**src/rtl/cpu_pkg.sv**
```systemverilog
// Shared CPU types: word/register widths, MEM-stage FSM states and the
// memory/writeback payload carried into the writeback stage.
package cpu_pkg;
    localparam int WORD_W          = 32;
    localparam int REG_ADDR_W      = 5;
    localparam int DEFAULT_TIMEOUT = 16;

    typedef enum logic [1:0] {
        IDLE   = 2'd0,
        ACCESS = 2'd1,
        DONE   = 2'd2
    } mem_state_t;

    typedef struct packed {
        logic [WORD_W-1:0]     read_data;
        logic [WORD_W-1:0]     alu_result;
        logic [REG_ADDR_W-1:0] write_reg_addr;
        logic                  mem_reg;
        logic                  reg_write;
    } mw_t;
endpackage

```
**src/rtl/mw_pipeline_register.sv**
```systemverilog
// Memory/writeback boundary register, 1-cycle latency; a bubble clears only the
// control bits so the data fields simply hold while the stage is stalled.
module mw_pipeline_register
    import cpu_pkg::*;
(
    input  logic clk,
    input  logic rst,
    input  logic load,
    input  logic bubble,
    input  mw_t  d,
    output mw_t  q
);
    always_ff @(posedge clk or negedge rst) begin
        if (!rst) begin
            q <= '0;
        end else if (bubble) begin
            q.mem_reg   <= 1'b0;
            q.reg_write <= 1'b0;
        end else if (load) begin
            q <= d;
        end
    end
endmodule

```
**src/rtl/mem_access_stage.sv**
```systemverilog
// MEM stage: IDLE/ACCESS/DONE handshake with data memory, 1 cycle for non-memory ops,
// 3+ cycles for aligned loads/stores; stall holds upstream until the access completes.
module mem_access_stage
    import cpu_pkg::*;
#(
    parameter int TIMEOUT = DEFAULT_TIMEOUT
)
(
    input  logic                  clk,
    input  logic                  rst,
    input  logic [WORD_W-1:0]     alu_result,
    input  logic                  alu_zero,
    input  logic [WORD_W-1:0]     branch_result,
    input  logic [REG_ADDR_W-1:0] write_reg_addr,
    input  logic                  mem_read,
    input  logic                  mem_write,
    input  logic                  mem_reg,
    input  logic                  branch,
    input  logic                  reg_write,
    input  logic [WORD_W-1:0]     mem_write_data,
    output logic                  dmem_req,
    output logic                  dmem_we,
    output logic [WORD_W-1:0]     dmem_addr,
    output logic [WORD_W-1:0]     dmem_wdata,
    input  logic [WORD_W-1:0]     dmem_rdata,
    input  logic                  dmem_ready,
    output logic                  stall,
    output logic                  pc_src,
    output logic [WORD_W-1:0]     branch_target,
    output logic                  mem_error,
    output logic [WORD_W-1:0]     read_data_buffered,
    output logic [WORD_W-1:0]     alu_result_buffered,
    output logic [REG_ADDR_W-1:0] write_reg_addr_buffered,
    output logic                  mem_reg_buffered,
    output logic                  reg_write_buffered
);
    localparam int              CNT_W    = (TIMEOUT > 2) ? $clog2(TIMEOUT) : 1;
    localparam logic [CNT_W-1:0] CNT_LAST = CNT_W'(TIMEOUT - 1);

    mem_state_t        state;
    logic [CNT_W-1:0]  wait_cnt;
    logic [WORD_W-1:0] addr_q;
    logic [WORD_W-1:0] wdata_q;
    logic              we_q;
    logic [WORD_W-1:0] rdata_q;
    logic              timed_out;

    logic mem_op;
    logic misaligned;
    logic start;
    logic bubble;
    logic load;
    mw_t  mw_d;
    mw_t  mw_q;

    assign mem_op     = mem_read | mem_write;
    assign misaligned = alu_result[1:0] != 2'b00;
    assign start      = (state == IDLE) && mem_op && !misaligned;

    // Request side comes only from state and latches, so it cannot glitch with inputs.
    assign dmem_req   = (state == ACCESS);
    assign dmem_we    = dmem_req & we_q;
    assign dmem_addr  = addr_q;
    assign dmem_wdata = wdata_q;
    assign stall      = rst & (start | (state == ACCESS));

    assign pc_src        = branch & alu_zero;
    assign branch_target = branch_result;

    always_ff @(posedge clk or negedge rst) begin
        if (!rst) begin
            state     <= IDLE;
            wait_cnt  <= '0;
            addr_q    <= '0;
            wdata_q   <= '0;
            we_q      <= 1'b0;
            rdata_q   <= '0;
            timed_out <= 1'b0;
            mem_error <= 1'b0;
        end else begin
            case (state)
                IDLE: begin
                    wait_cnt  <= '0;
                    timed_out <= 1'b0;
                    if (mem_op && misaligned) begin
                        mem_error <= 1'b1;
                    end else if (mem_op) begin
                        addr_q  <= alu_result;
                        wdata_q <= mem_write_data;
                        we_q    <= mem_write;
                        state   <= ACCESS;
                    end
                end
                ACCESS: begin
                    if (dmem_ready) begin
                        rdata_q  <= we_q ? '0 : dmem_rdata;
                        wait_cnt <= '0;
                        state    <= DONE;
                    end else if (wait_cnt == CNT_LAST) begin
                        rdata_q   <= '0;
                        timed_out <= 1'b1;
                        mem_error <= 1'b1;
                        wait_cnt  <= '0;
                        state     <= DONE;
                    end else begin
                        wait_cnt <= wait_cnt + 1'b1;
                    end
                end
                DONE:    state <= IDLE;
                default: state <= IDLE;
            endcase
        end
    end

    assign bubble = start | (state == ACCESS);
    assign load   = !bubble;

    always_comb begin
        mw_d                = '0;
        mw_d.read_data      = (state == DONE) ? rdata_q : '0;
        mw_d.alu_result     = alu_result;
        mw_d.write_reg_addr = write_reg_addr;
        mw_d.mem_reg        = mem_reg;
        mw_d.reg_write      = reg_write
                              & !((state == DONE) && timed_out)
                              & !((state == IDLE) && mem_op && misaligned);
    end

    mw_pipeline_register u_mw_reg (
        .clk    (clk),
        .rst    (rst),
        .load   (load),
        .bubble (bubble),
        .d      (mw_d),
        .q      (mw_q)
    );

    assign read_data_buffered      = mw_q.read_data;
    assign alu_result_buffered     = mw_q.alu_result;
    assign write_reg_addr_buffered = mw_q.write_reg_addr;
    assign mem_reg_buffered        = mw_q.mem_reg;
    assign reg_write_buffered      = mw_q.reg_write;
endmodule

```
**config.mk**
```make
export PLATFORM = sky130hd
export DESIGN_NAME = mem_access_stage
export DESIGN_NICKNAME = d
export VERILOG_FILES = /design/src/rtl/cpu_pkg.sv /design/src/rtl/mw_pipeline_register.sv /design/src/rtl/mem_access_stage.sv
export SDC_FILE = /design/constraint.sdc
export NUM_CORES = 1
export LEC_CHECK = 0
export CAP_MARGIN = 30
export CORE_UTILIZATION = 43
export CTS_BUF_LIST = sky130_fd_sc_hd__clkbuf_4
export DETAILED_ROUTE_END_ITERATION = 7
export PLACE_DENSITY = 0.93
export SYNTH_ARGS = -nofsm -noshare
export SYNTH_HDL_FRONTEND = slang
export SYNTH_HIERARCHICAL = 1
export SYNTH_SLANG_ARGS = --single-unit
```
**constraint.sdc**
```tcl
create_clock -name clk -period 3.1 [get_ports clk]
set_input_delay 0.31 -clock clk [delete_from_list [all_inputs] [get_ports clk]]
set_output_delay 0.31 -clock clk [all_outputs]
set_load 0.02 [all_outputs]
```
[Word level (Yosys, flattened, before mapping)]
Index checks and enable logic that the tools add are counted.
Word-level totals
  output and inout bits: 172
  logic and storage cells: 66
  bits of input ports: 142
  bits in registers: 176
Operators by class
  bitwise operators: 8
  add/sub/neg operators: 1
  equality and inequality tests: 9
  reduce and logical (&&, ||, !) cells: 17
  muxes and demuxes: 18
Operators by type and width (count)
  32-bit 2-to-1 mux: 4
  2-bit 2-to-1 mux: 5
  3-bit AND reduction: 3
  4-bit 2-to-1 mux: 2
  4-bit case mux with 2 select lines: 1
  2-bit != test (second input constant): 3
  2-bit nonzero test: 3
  1-bit bitwise AND: 5
  1-bit logical AND: 5
  4-bit by 1-bit adder with 4-bit output (second input constant): 1
  4-bit == test (second input constant): 1
  2-bit by 1-bit != test with 1-bit output (second input constant): 2
  1-bit case mux with 2 select lines: 2
  2-bit case mux with 2 select lines: 1
  4-bit AND reduction: 1
  1-bit zero test: 3
  1-bit 2-to-1 mux: 3
  3-bit by 1-bit != test with 1-bit output (second input constant): 1
  2-bit by 1-bit == test with 1-bit output (second input constant): 1
  2-bit == test (second input constant): 1
  2-bit zero test: 1
  1-bit bitwise OR: 2
  2-bit AND reduction: 1
  1-bit NOT: 1

[Longest topological paths before layout]
Gate-level depths: netlist (run 1).
  depth after elaboration: 6
  depth in mapped cells: 10
  mapped depth without buffers: 5

[Cells and area by module]
The synthesis (run 1) kept the hierarchy.
Modules (own cells, without submodules)
  mem_access_stage: area an instance 4414.2 µm², times used 1, cells an instance 324, sequential area each 2627.5 µm²
  mw_pipeline_register: area an instance 2712.6 µm², times used 1, cells an instance 153, sequential area each 1776.7 µm²

[Worst setup path after synthesis (run 1)]
Ideal clock, no wire load.
  kind: reg2reg
  start: reg state[0]
  end: reg u_mw_reg/q[56] (netlist name)
  buffers on the path: 5
  period minus slack after synthesis: 2189 ps
  slack: 911 ps
  setup time: 125 ps
  cell stages (with the launch flop): 10
  required time: 2975 ps
  arrival time: 2064 ps
  path through: dfrtp_1 > nor4b_4 > buf_4 > buf_4 > nor2_1 > nor2b_4 > buf_6 > buf_6 > buf_12 > mux2_4
On the way
  word-level cells in the longest chain between the ends: 4
  elaborated cells on any way between the ends: 7
  classes of those cells: eq/ne: 2; mux: 1; bitwise: 1; reduce/logical: 3
Ends and longest elaborated chain
  from (decl): RTL line mem_access_stage.sv:40  | mem_state_t state;
  from (signal assigned): RTL line mem_access_stage.sv:72  | state <= IDLE;
  from (signal assigned): RTL line mem_access_stage.sv:91  | state <= ACCESS;
  from (signal assigned): RTL line mem_access_stage.sv:98  | state <= DONE;
  2-bit zero test: RTL line mem_access_stage.sv:58  | assign start = (state == IDLE) && mem_op && !misaligned;
  1-bit logical AND (2 in series): RTL line mem_access_stage.sv:58
  1-bit bitwise OR: RTL line mem_access_stage.sv:115  | assign bubble = start | (state == ACCESS);
  to (decl): RTL line mw_pipeline_register.sv:11  | output mw_t q
Several ways; a longest one is shown, not always the timed one.
A chain may end at the register's enable or synchronous reset.

[Final worst setup path (run 1)]
  start: reg state[1]
  end: out stall
On the way
  word-level cells in the longest chain between the ends: 5
  elaborated cells on any way between the ends: 6
  classes of those cells: eq/ne: 1; bitwise: 2; reduce/logical: 3
Ends and longest elaborated chain
  2-bit zero test: RTL line mem_access_stage.sv:58
  1-bit logical AND (2 in series): RTL line mem_access_stage.sv:58
  1-bit bitwise OR *: RTL line mem_access_stage.sv:65  | assign stall = rst & (start | (state == ACCESS));
  1-bit bitwise AND *: RTL line mem_access_stage.sv:65
  to (decl): RTL line mem_access_stage.sv:27  | output logic stall,
Mark *: on every way between the ends. The rest lies on a longest branch, timed or not.

==> flow_metrics.env, run 1 <==
export IMPL_synth_area_leaders="dfrtp_1 62%, mux2_2 19%, buf_4 4.1%"
export IMPL_avgRoutedWirePerCell_um=17.27
export IMPL_ys_seq_area_frac=0.6180
export IMPL_layout_nets=840
export IMPL_met2_length_um=8077
export IMPL_p_leak_nw=4.289
export IMPL_holdWs_ps=359.3
export IMPL_die_area_sq_um=17090
export IMPL_hold_viol=0
export IMPL_cts_sinks=176
export IMPL_crit_required_ps=2790
export IMPL_cp_arrival_ps=2370
export IMPL_area_growth_pct=37.92
export IMPL_nFillCells=1195
export IMPL_synth_nets=620
export IMPL_clock_latency_ps=540
export IMPL_core_sq_um=16060
export IMPL_start_util=0.4438
export IMPL_synthCells=477
export IMPL_m1WireLength_um=6259
export IMPL_vias=4647
export IMPL_finClkSkew_ps=16.65
export IMPL_hp_class="input port to register"
export IMPL_hpwl_um=10960
export IMPL_startpoint="state[1]$_DFFE_PN0P_"
export IMPL_die_width_um=130.7
export IMPL_first_iter_violations=161
export IMPL_dr_max_layer_used="met4"
export IMPL_finalWirelength_um=15960
export IMPL_fmax_ghz=0.3735
export IMPL_layout_common_cells="248 x clkdlybuf4s50_1, 176 x dfrtp_1, 118 x mux2_2"
export IMPL_synth_flop_cell="dfrtp_1"
export IMPL_yosysUniqueCellTypes=35
export IMPL_final_common_cell="clkdlybuf4s50_1"
export IMPL_power_density_nw_per_um2=673.6
export IMPL_ant_nets=0
export IMPL_grt_pass1_vias=4938
export IMPL_status="finished clean"
export IMPL_ys_warn_count=6
export IMPL_post_route_min_period_ps=2677
export IMPL_port_buffers=249
export IMPL_end_kind="primary output"
export IMPL_worstSetupStartpointType="register"
export IMPL_synth_top_cell_by_area="dfrtp_1"
export IMPL_antenna_found_initial=0
export IMPL_grt_setup_unrepaired="no"
export IMPL_vias_per_cell=5.029
export IMPL_cts_hold_repair_buffers=1
export IMPL_synth_area_per_cell_sq_um=14.94
export IMPL_cts_clk_slew_worst_paths_ps=130
export IMPL_drv_cap=0
export IMPL_r2r_start="state[0]$_DFFE_PN0P_"
export IMPL_synth_seq_cells=176
export IMPL_clk_path_buf_depth=2
export IMPL_setup_viol=0
export IMPL_grtUsageTotal=0.1896
export IMPL_pin_count=314
export IMPL_gr_total_overflow=0
export IMPL_n_antenna_cell=0
export IMPL_finalCritPeriodShare=0.8637
export IMPL_layout_drive_gt1_share=0.2401
export IMPL_ctsResizeCount=0
export IMPL_synth_top_cell_area_share=0.6180
export IMPL_die_h_um=130.7
export IMPL_worst_pin_slew_ps=922.8
export IMPL_postCtsSetupRepairBufs=0
export IMPL_rows=46
export IMPL_wl_met3_um=1321
export IMPL_min_from="mem_write_data[14]"
export IMPL_h_tree_depth=4
export IMPL_crit_fanout=11
export IMPL_grt_pass1_wl_um=24610
export IMPL_fin_tns_setup_ps=0
export IMPL_slew_viol_final=0
export IMPL_numCtsBuffers=17
export IMPL_slew_headroom=0.3848
export IMPL_globalplace_congestion=0.7047
export IMPL_path_class="register to primary output"
export IMPL_drtPass1Iterations=4
export IMPL_grt_max_degree=177
export IMPL_synth_area_sq_um=7127
export IMPL_ir_drop_v=0.0003361
export IMPL_synth_edf_count=0
export IMPL_synthArstFlopShare=1.000
export IMPL_drc=0
export IMPL_cts_tree="built"
export IMPL_cts_root_buf="clkbuf_4"
==> report_power, final <==
| group | switching (mW) | leakage, nW | internal (mW) |
|---|---|---|---|
| combinational | 1.06 | 1.97 | 1.29 |
| sequential | 0.289 | 2.19 | 2.83 |
| clock | 0.753 | 0.130 | 0.389 |
| total | 2.11 | 4.29 | 4.52 |
==> cell families (layout without fill, tap and decap cells) <==
| kind of cell | Yosys count | after routing | share of synthesized area |
|---|---|---|---|
| buffers and inverters | 60 | 291 | 0.05811 |
| AO/OA/AOI/OAI | 42 | 42 | 0.04881 |
| AND/OR/NAND/NOR | 63 | 63 | 0.05530 |
| multiplexers | 135 | 135 | 0.2180 |
| adder cells (fa/ha/maj) | 1 | 1 | 0.001755 |
| flip-flops | 176 | 176 | 0.6180 |
==> cell type report <==
cell class | count | area [sq um] | share of cell area
Timing Repair Buffer | 258 | 2596 | 0.2641
Inverter | 3 | 11.26 | 0.001146
Clock buffer | 18 | 135.1 | 0.01375
Multi-Input combinational cell | 241 | 2317 | 0.2357
Tap cell | 216 | 270.3 | 0.02749
Sequential cell | 176 | 4404 | 0.4481
Clock inverter | 12 | 95.09 | 0.009674
==> cells in the mapped netlist, types with 4 or more instances <==
cell / n
mux2_2: 118
nand2b_1: 4
dfrtp_1: 176
clkbuf_1: 6
nor2_1: 6
nand2_1: 5
buf_2: 9
a22o_1: 32
mux2_1: 4
mux2_4: 10
buf_4: 39
and2_1: 34
==> worst paths after layout <==
path / endpoint / slack [ps] / depth (start not counted)
worst max-delay path: stall / 420 / 4
worst min-delay path: dmem_wdata[14]$_DFFE_PN0P_ / 360 / 2
worst max register to register: u_mw_reg/q[66]$_DFFE_PN0P_ / 750 / 6
worst min register to register: dmem_wdata[15]$_DFFE_PN0P_ / 500 / 1
max in group asynchronous: dmem_addr[25]$_DFFE_PN0P_ / 1910 / 3
min in group asynchronous: dmem_addr[0]$_DFFE_PN0P_ / 510 / 3
==> through the flow <==
| step | total power, mW | std cells | instance area, sq um | util | setup slack (ps) |
|---|---|---|---|---|---|
| 5_1_grt | 6.993 | 924 | 9829 | 0.6121 | 246.8 |
| 4_1_cts | 6.726 | 924 | 9829 | 0.6121 | 352.5 |
| 6_report | 6.621 | 924 | 9829 | 0.6121 | 422.5 |
| 2_1_floorplan | 4.421 | 477 | 7127 | - | 910.5 |
| 3_5_place_dp | 5.553 | 893 | 9589 | 0.5972 | 517.8 |
| 3_3_place_gp | 5.466 | 892 | 9574 | 0.5962 | 637.2 |
==> layer usage <==
layer,vias to the layer above,global-route usage
li1,2087,-
met1,2341,0.2180
met2,192,0.3224
met3,27,0.06800
met4,0,0.07505
met5,-,0
==> critical path, stage by stage, from the launching register on <==
cell,delay (ps)
dfrtp_1,400
buf_4,180
nor4b_4,500
o21a_1,170
clkdlybuf4s50_1,590
==> sequential cells by signal, summed over array words and instances, names as in the netlist <==
signal and cells:
rdata_q 32, wait_cnt 4, dmem_wdata 32, mem_error 1, state 2, u_mw_reg/q 71, timed_out 1, we_q 1
dmem_addr 32
No activity file was read; power rests on OpenSTA's default activity.
==> inputs of run 2 (changes only) <==
- CAP_MARGIN: 30 -> unset
==> run 2 against run 1 <==
  * Sequential share of layout area down 0.063 points
  * Combinational power about the same
  * Worst hold slack worse by 26 ps
  * Setup slack worse by 4.0 ps
  * Global-route usage up 0.28 points
  * Critical path type unchanged
  * Critical endpoint unchanged
  * Largest power group unchanged
==> flow_metrics.env, run 2 (same netlist as run 1, synthesis figures left out) <==
export IMPL_port_buffers=249
export IMPL_layout_nets=839
export IMPL_antenna_found_initial=0
export IMPL_layout_drive_gt1_share=0.2419
export IMPL_finClkSkew_ps=21.75
export IMPL_top_register="u_mw_reg/q"
export IMPL_rows=46
export IMPL_die_h_um=130.7
export IMPL_grt_max_degree=177
export IMPL_path_class="register to primary output"
export IMPL_final_common_cell="clkdlybuf4s50_1"
export IMPL_clock_latency_ps=560
export IMPL_drv_cap=0
export IMPL_fmax_ghz=0.3729
export IMPL_hold_viol=0
export IMPL_cts_sinks=176
export IMPL_numCtsBuffers=17
export IMPL_largest_register_ffs=71
export IMPL_worst_pin_slew_ps=1162
export IMPL_crit_fanout=11
export IMPL_h_tree_depth=4
export IMPL_ctsResizeCount=0
export IMPL_cts_clk_slew_worst_paths_ps=150
export IMPL_finalCritPeriodShare=0.8650
export IMPL_vias=4643
export IMPL_cp_arrival_ps=2370
export IMPL_die_area_sq_um=17090
export IMPL_end_kind="primary output"
export IMPL_setup_viol=0
export IMPL_slew_headroom=0.2217
export IMPL_core_sq_um=16060
export IMPL_globalplace_congestion=0.7047
export IMPL_crit_required_ps=2790
export IMPL_grt_setup_unrepaired="no"
export IMPL_power_density_nw_per_um2=683.8
export IMPL_ir_drop_v=0.0004025
export IMPL_drc=0
export IMPL_cts_tree="built"
export IMPL_n_antenna_cell=0
export IMPL_die_width_um=130.7
export IMPL_finalWirelength_um=16030
export IMPL_holdWs_ps=332.9
export IMPL_start_util=0.4438
export IMPL_area_growth_pct=38.11
export IMPL_ant_nets=0
export IMPL_avgRoutedWirePerCell_um=17.37
export IMPL_grt_pass1_vias=4982
export IMPL_p_leak_nw=4.294
export IMPL_hp_class="input port to register"
export IMPL_cts_root_buf="clkbuf_4"
export IMPL_first_iter_violations=142
export IMPL_vias_per_cell=5.030
export IMPL_grt_pass1_wl_um=24890
export IMPL_gr_total_overflow=0
export IMPL_post_route_min_period_ps=2681
export IMPL_status="finished clean"
export IMPL_pin_count=314
export IMPL_postCtsSetupRepairBufs=0
export IMPL_slew_viol_final=0
export IMPL_worstSetupStartpointType="register"
export IMPL_clk_path_buf_depth=2
export IMPL_layout_common_cells="248 x clkdlybuf4s50_1, 176 x dfrtp_1, 118 x mux2_2"
export IMPL_drtPass1Iterations=4
export IMPL_hpwl_um=10860
export IMPL_grtUsageTotal=0.1924
export IMPL_nFillCells=1228
export IMPL_fin_tns_setup_ps=0
export IMPL_rrSetupSlack_ps=760
-- run 2: worst paths after layout --
kind	from	end	cells after the start
setup / recovery	state[1]$_DFFE_PN0P_	stall	4
setup reg to reg	state[0]$_DFFE_PN0P_	u_mw_reg/q[45]$_DFFE_PN0P_	6
hold reg to reg	rdata_q[24]$_DFFE_PN0P_	rdata_q[24]$_DFFE_PN0P_	1
hold / removal	mem_write_data[14]	dmem_wdata[14]$_DFFE_PN0P_	2
max in group asynchronous	rst	u_mw_reg/q[53]$_DFFE_PN0P_	3
min in group asynchronous	rst	u_mw_reg/q[11]$_DFFE_PN0P_	3
-- run 2: final cells by class --
class / instances / area [sq um] / area share
clock inverter: 11 / 116.4 / 0.01182
clock buffer: 19 / 142.6 / 0.01449
timing repair buffer: 257 / 2581 / 0.2622
tap: 216 / 270.3 / 0.02746
multi-input combinational: 241 / 2317 / 0.2354
inverter: 3 / 11.26 / 0.001144
sequential: 176 / 4404 / 0.4474
-- run 2: stage by stage --
stage | setup slack, ps | total power, mW | util | std cells | cell area, sq um
2_1_floorplan | 910.5 | 4.421 | - | 477 | 7127
3_3_place_gp | 637.2 | 5.466 | 0.5962 | 892 | 9574
3_5_place_dp | 522.1 | 5.550 | 0.5962 | 892 | 9574
4_1_cts | 363.1 | 6.826 | 0.6130 | 923 | 9843
5_1_grt | 267.4 | 7.089 | 0.6130 | 923 | 9843
6_report | 418.5 | 6.730 | 0.6130 | 923 | 9843
-- run 2: layer usage --
layer / share of wire / vias to the layer above / global-route usage
li1: - / 2075 / -
met1: 0.39 / 2329 / 0.2224
met2: 0.50 / 205 / 0.3228
met3: 0.084 / 34 / 0.06759
met4: 0.024 / 0 / 0.08519
met5: 0 / - / 0
-- run 2: critical path: stages, from the launching register on --
cell and delay, ps:
dfrtp_1 390, buf_4 170, nor4b_4 490, o21a_1 170, clkdlybuf4s50_1 590
-- run 2: what timing repair did --
| item | CTS | global route |
|---|---|---|
| setup endpoints to repair | 0 | 0 |
| hold buffers | 1 | 0 |
| hold endpoints to repair | 176 | 0 |
-- run 2: report_power, final --
group / internal (mW) / switching (mW) / total, mW
Clock: 0.483 / 0.768 / 1.25
Sequential: 2.83 / 0.289 / 3.12
Combinational: 1.29 / 1.07 / 2.36
==> inputs of run 3 (changes only) <==
- GPL_TIMING_DRIVEN: unset -> 0
- SETUP_SLACK_MARGIN: unset -> 0.2
==> run 3 against run 2 <==
  * Setup slack better by 140 ps
  * Register-to-register slack hardly changed
  * Critical path depth is 1 higher
  * Non-clock buffer count is 84 higher
  * Sequential share of layout area is 3.2 points lower
  * Maximum frequency is 5.4% higher
  * Design area is 7.7% higher
  * Worst hold slack better by 24 ps
  * Clock skew is 9.0 ps lower
  * Die area stayed put
  * Total power is 6.1% higher
  * First-iteration DRC count is 16% higher
==> flow_metrics.env, run 3 (same netlist as run 1, synthesis figures left out) <==
export IMPL_globalplace_congestion=0.7798
export IMPL_finalCritPeriodShare=0.8206
export IMPL_grt_pass1_wl_um=27130
export IMPL_grt_max_degree=90
export IMPL_crit_fanout=10
export IMPL_cp_arrival_ps=2230
export IMPL_post_route_min_period_ps=2544
export IMPL_seq_area_sq_um=4405
export IMPL_grtUsageTotal=0.2126
export IMPL_fin_tns_setup_ps=0
export IMPL_worstSetupStartpointType="register"
export IMPL_finalWirelength_um=17690
export IMPL_layout_drive_gt1_share=0.2740
export IMPL_grt_setup_unrepaired="no"
export IMPL_die_h_um=130.7
export IMPL_finalWorstSetupSlack_ps=556.2
export IMPL_first_iter_violations=165
export IMPL_n_antenna_cell=0
export IMPL_vias=4910
export IMPL_numCtsBuffers=17
export IMPL_clk_path_buf_depth=2
export IMPL_post_place_ws_ps=49.24
export IMPL_cts_tree="built"
export IMPL_hp_class="input port to asynchronous set/reset pin"
export IMPL_hold_viol=0
export IMPL_nFillCells=1164
export IMPL_rows=46
export IMPL_finClkSkew_ps=12.77
export IMPL_start_util=0.4438
export IMPL_drtPass1Iterations=4
export IMPL_core_sq_um=16060
export IMPL_setup_viol=0
export IMPL_die_area_sq_um=17090
export IMPL_clock_latency_ps=530
export IMPL_ir_drop_v=0.0003689
export IMPL_hpwl_um=13210
export IMPL_pin_count=314
export IMPL_drc=0
export IMPL_port_buffers=281
export IMPL_holdWs_ps=356.6
export IMPL_area_growth_pct=48.77
export IMPL_grt_pass1_vias=5258
export IMPL_p_leak_nw=4.697
export IMPL_slew_viol_final=0
export IMPL_status="finished clean"
export IMPL_path_class="register to primary output"
export IMPL_cts_root_buf="clkbuf_4"
export IMPL_cts_clk_slew_worst_paths_ps=130
export IMPL_gr_total_overflow=0
export IMPL_layout_common_cells="279 x clkdlybuf4s50_1, 175 x dfrtp_1, 118 x mux2_2"
export IMPL_fmax_ghz=0.3931
export IMPL_vias_per_cell=4.871
export IMPL_multi_input_area_sq_um=2308
export IMPL_avgRoutedWirePerCell_um=17.55
export IMPL_antenna_found_initial=0
export IMPL_die_width_um=130.7
export IMPL_slew_headroom=0.5499
export IMPL_power_density_nw_per_um2=673.6
export IMPL_h_tree_depth=4
export IMPL_drv_cap=0
export IMPL_ant_nets=0
export IMPL_end_kind="primary output"
export IMPL_cts_sinks=176
export IMPL_layout_nets=923
export IMPL_top_register="u_mw_reg/q"
export IMPL_final_common_cell="clkdlybuf4s50_1"
export IMPL_rrSetupSlack_ps=750
export IMPL_worst_pin_slew_ps=675.2
export IMPL_crit_required_ps=2790
export IMPL_largest_register_ffs=71
[run 3: cell count changes in the layout (fill, tap and decap cells not counted), sizes merged]
cell           delta
buf              +46
bufinv            +3
clkbuf            +7
clkdlybuf4s50    +31
clkinvlp          -2
dlygate4sd2       +1
inv               -1
[run 3: final cells by class]
| class | instances | share of cell area |
|---|---|---|
| inverter | 3 | 0.001062 |
| clock buffer | 20 | 0.01416 |
| buffer | 57 | 0.03835 |
| clock inverter | 11 | 0.01782 |
| multi-input combinational | 241 | 0.2177 |
| timing repair buffer | 284 | 0.2699 |
| tap | 216 | 0.02549 |
| sequential | 176 | 0.4155 |
[run 3: per-stage QoR]
step	instance area [sq um]	utilization	instances	power (mW)
3_5_place_dp	10240	0.6378	975	5.716
3_3_place_gp	10210	0.6358	974	5.615
6_report	10600	0.6603	1008	7.142
2_1_floorplan	7127	-	477	4.421
5_1_grt	10600	0.6603	1008	7.516
4_1_cts	10600	0.6603	1008	7.241
[run 3: per-layer routing]
| layer | routed length (um) | track usage |
|---|---|---|
| met1 | 6812 | 0.2464 |
| met2 | 9073 | 0.3666 |
| met3 | 1520 | 0.06881 |
| met4 | 280 | 0.08114 |
| met5 | 0 | 0 |
[run 3: path summary, 6_finish.rpt]
check                      depth (start not counted)             startpoint                         end
setup / recovery                                   5   state[0]$_DFFE_PN0P_                       stall
min in group clk                                   2     mem_write_data[12]  dmem_wdata[12]$_DFFE_PN0P_
max in group asynchronous                          3                    rst  u_mw_reg/q[63]$_DFFE_PN0P_
setup reg to reg                                   9   state[0]$_DFFE_PN0P_  u_mw_reg/q[62]$_DFFE_PN0P_
hold / removal                                     2                    rst  u_mw_reg/q[12]$_DFFE_PN0P_
hold reg to reg                                    1  mem_error$_DFFE_PN0P_       mem_error$_DFFE_PN0P_
[run 3: critical path: stages, from the launching register on]
cell and delay [ps]:
dfrtp_2 490, nor4b_4 340, buf_6 210, buf_4 210
o21a_1 130, dlygate4sd2_1 330
[run 3: repair_timing]
item | 4_1_cts | 5_1_grt
hold buffers | 1 | 0
buffers inserted | 1 | 0
resized for setup | 3 | 0
hold endpoints to repair | 87 | 0
setup endpoints to repair | 1 | 0
[run 3: where the power goes]
| group | switching (mW) | leakage (nW) | internal, mW | total (mW) |
|---|---|---|---|---|
| clock | 0.745 | 0.182 | 0.742 | 1.49 |
| combinational | 1.14 | 2.32 | 1.39 | 2.53 |
| sequential | 0.292 | 2.19 | 2.83 | 3.12 |
| total | 2.18 | 4.70 | 4.96 | 7.14 |
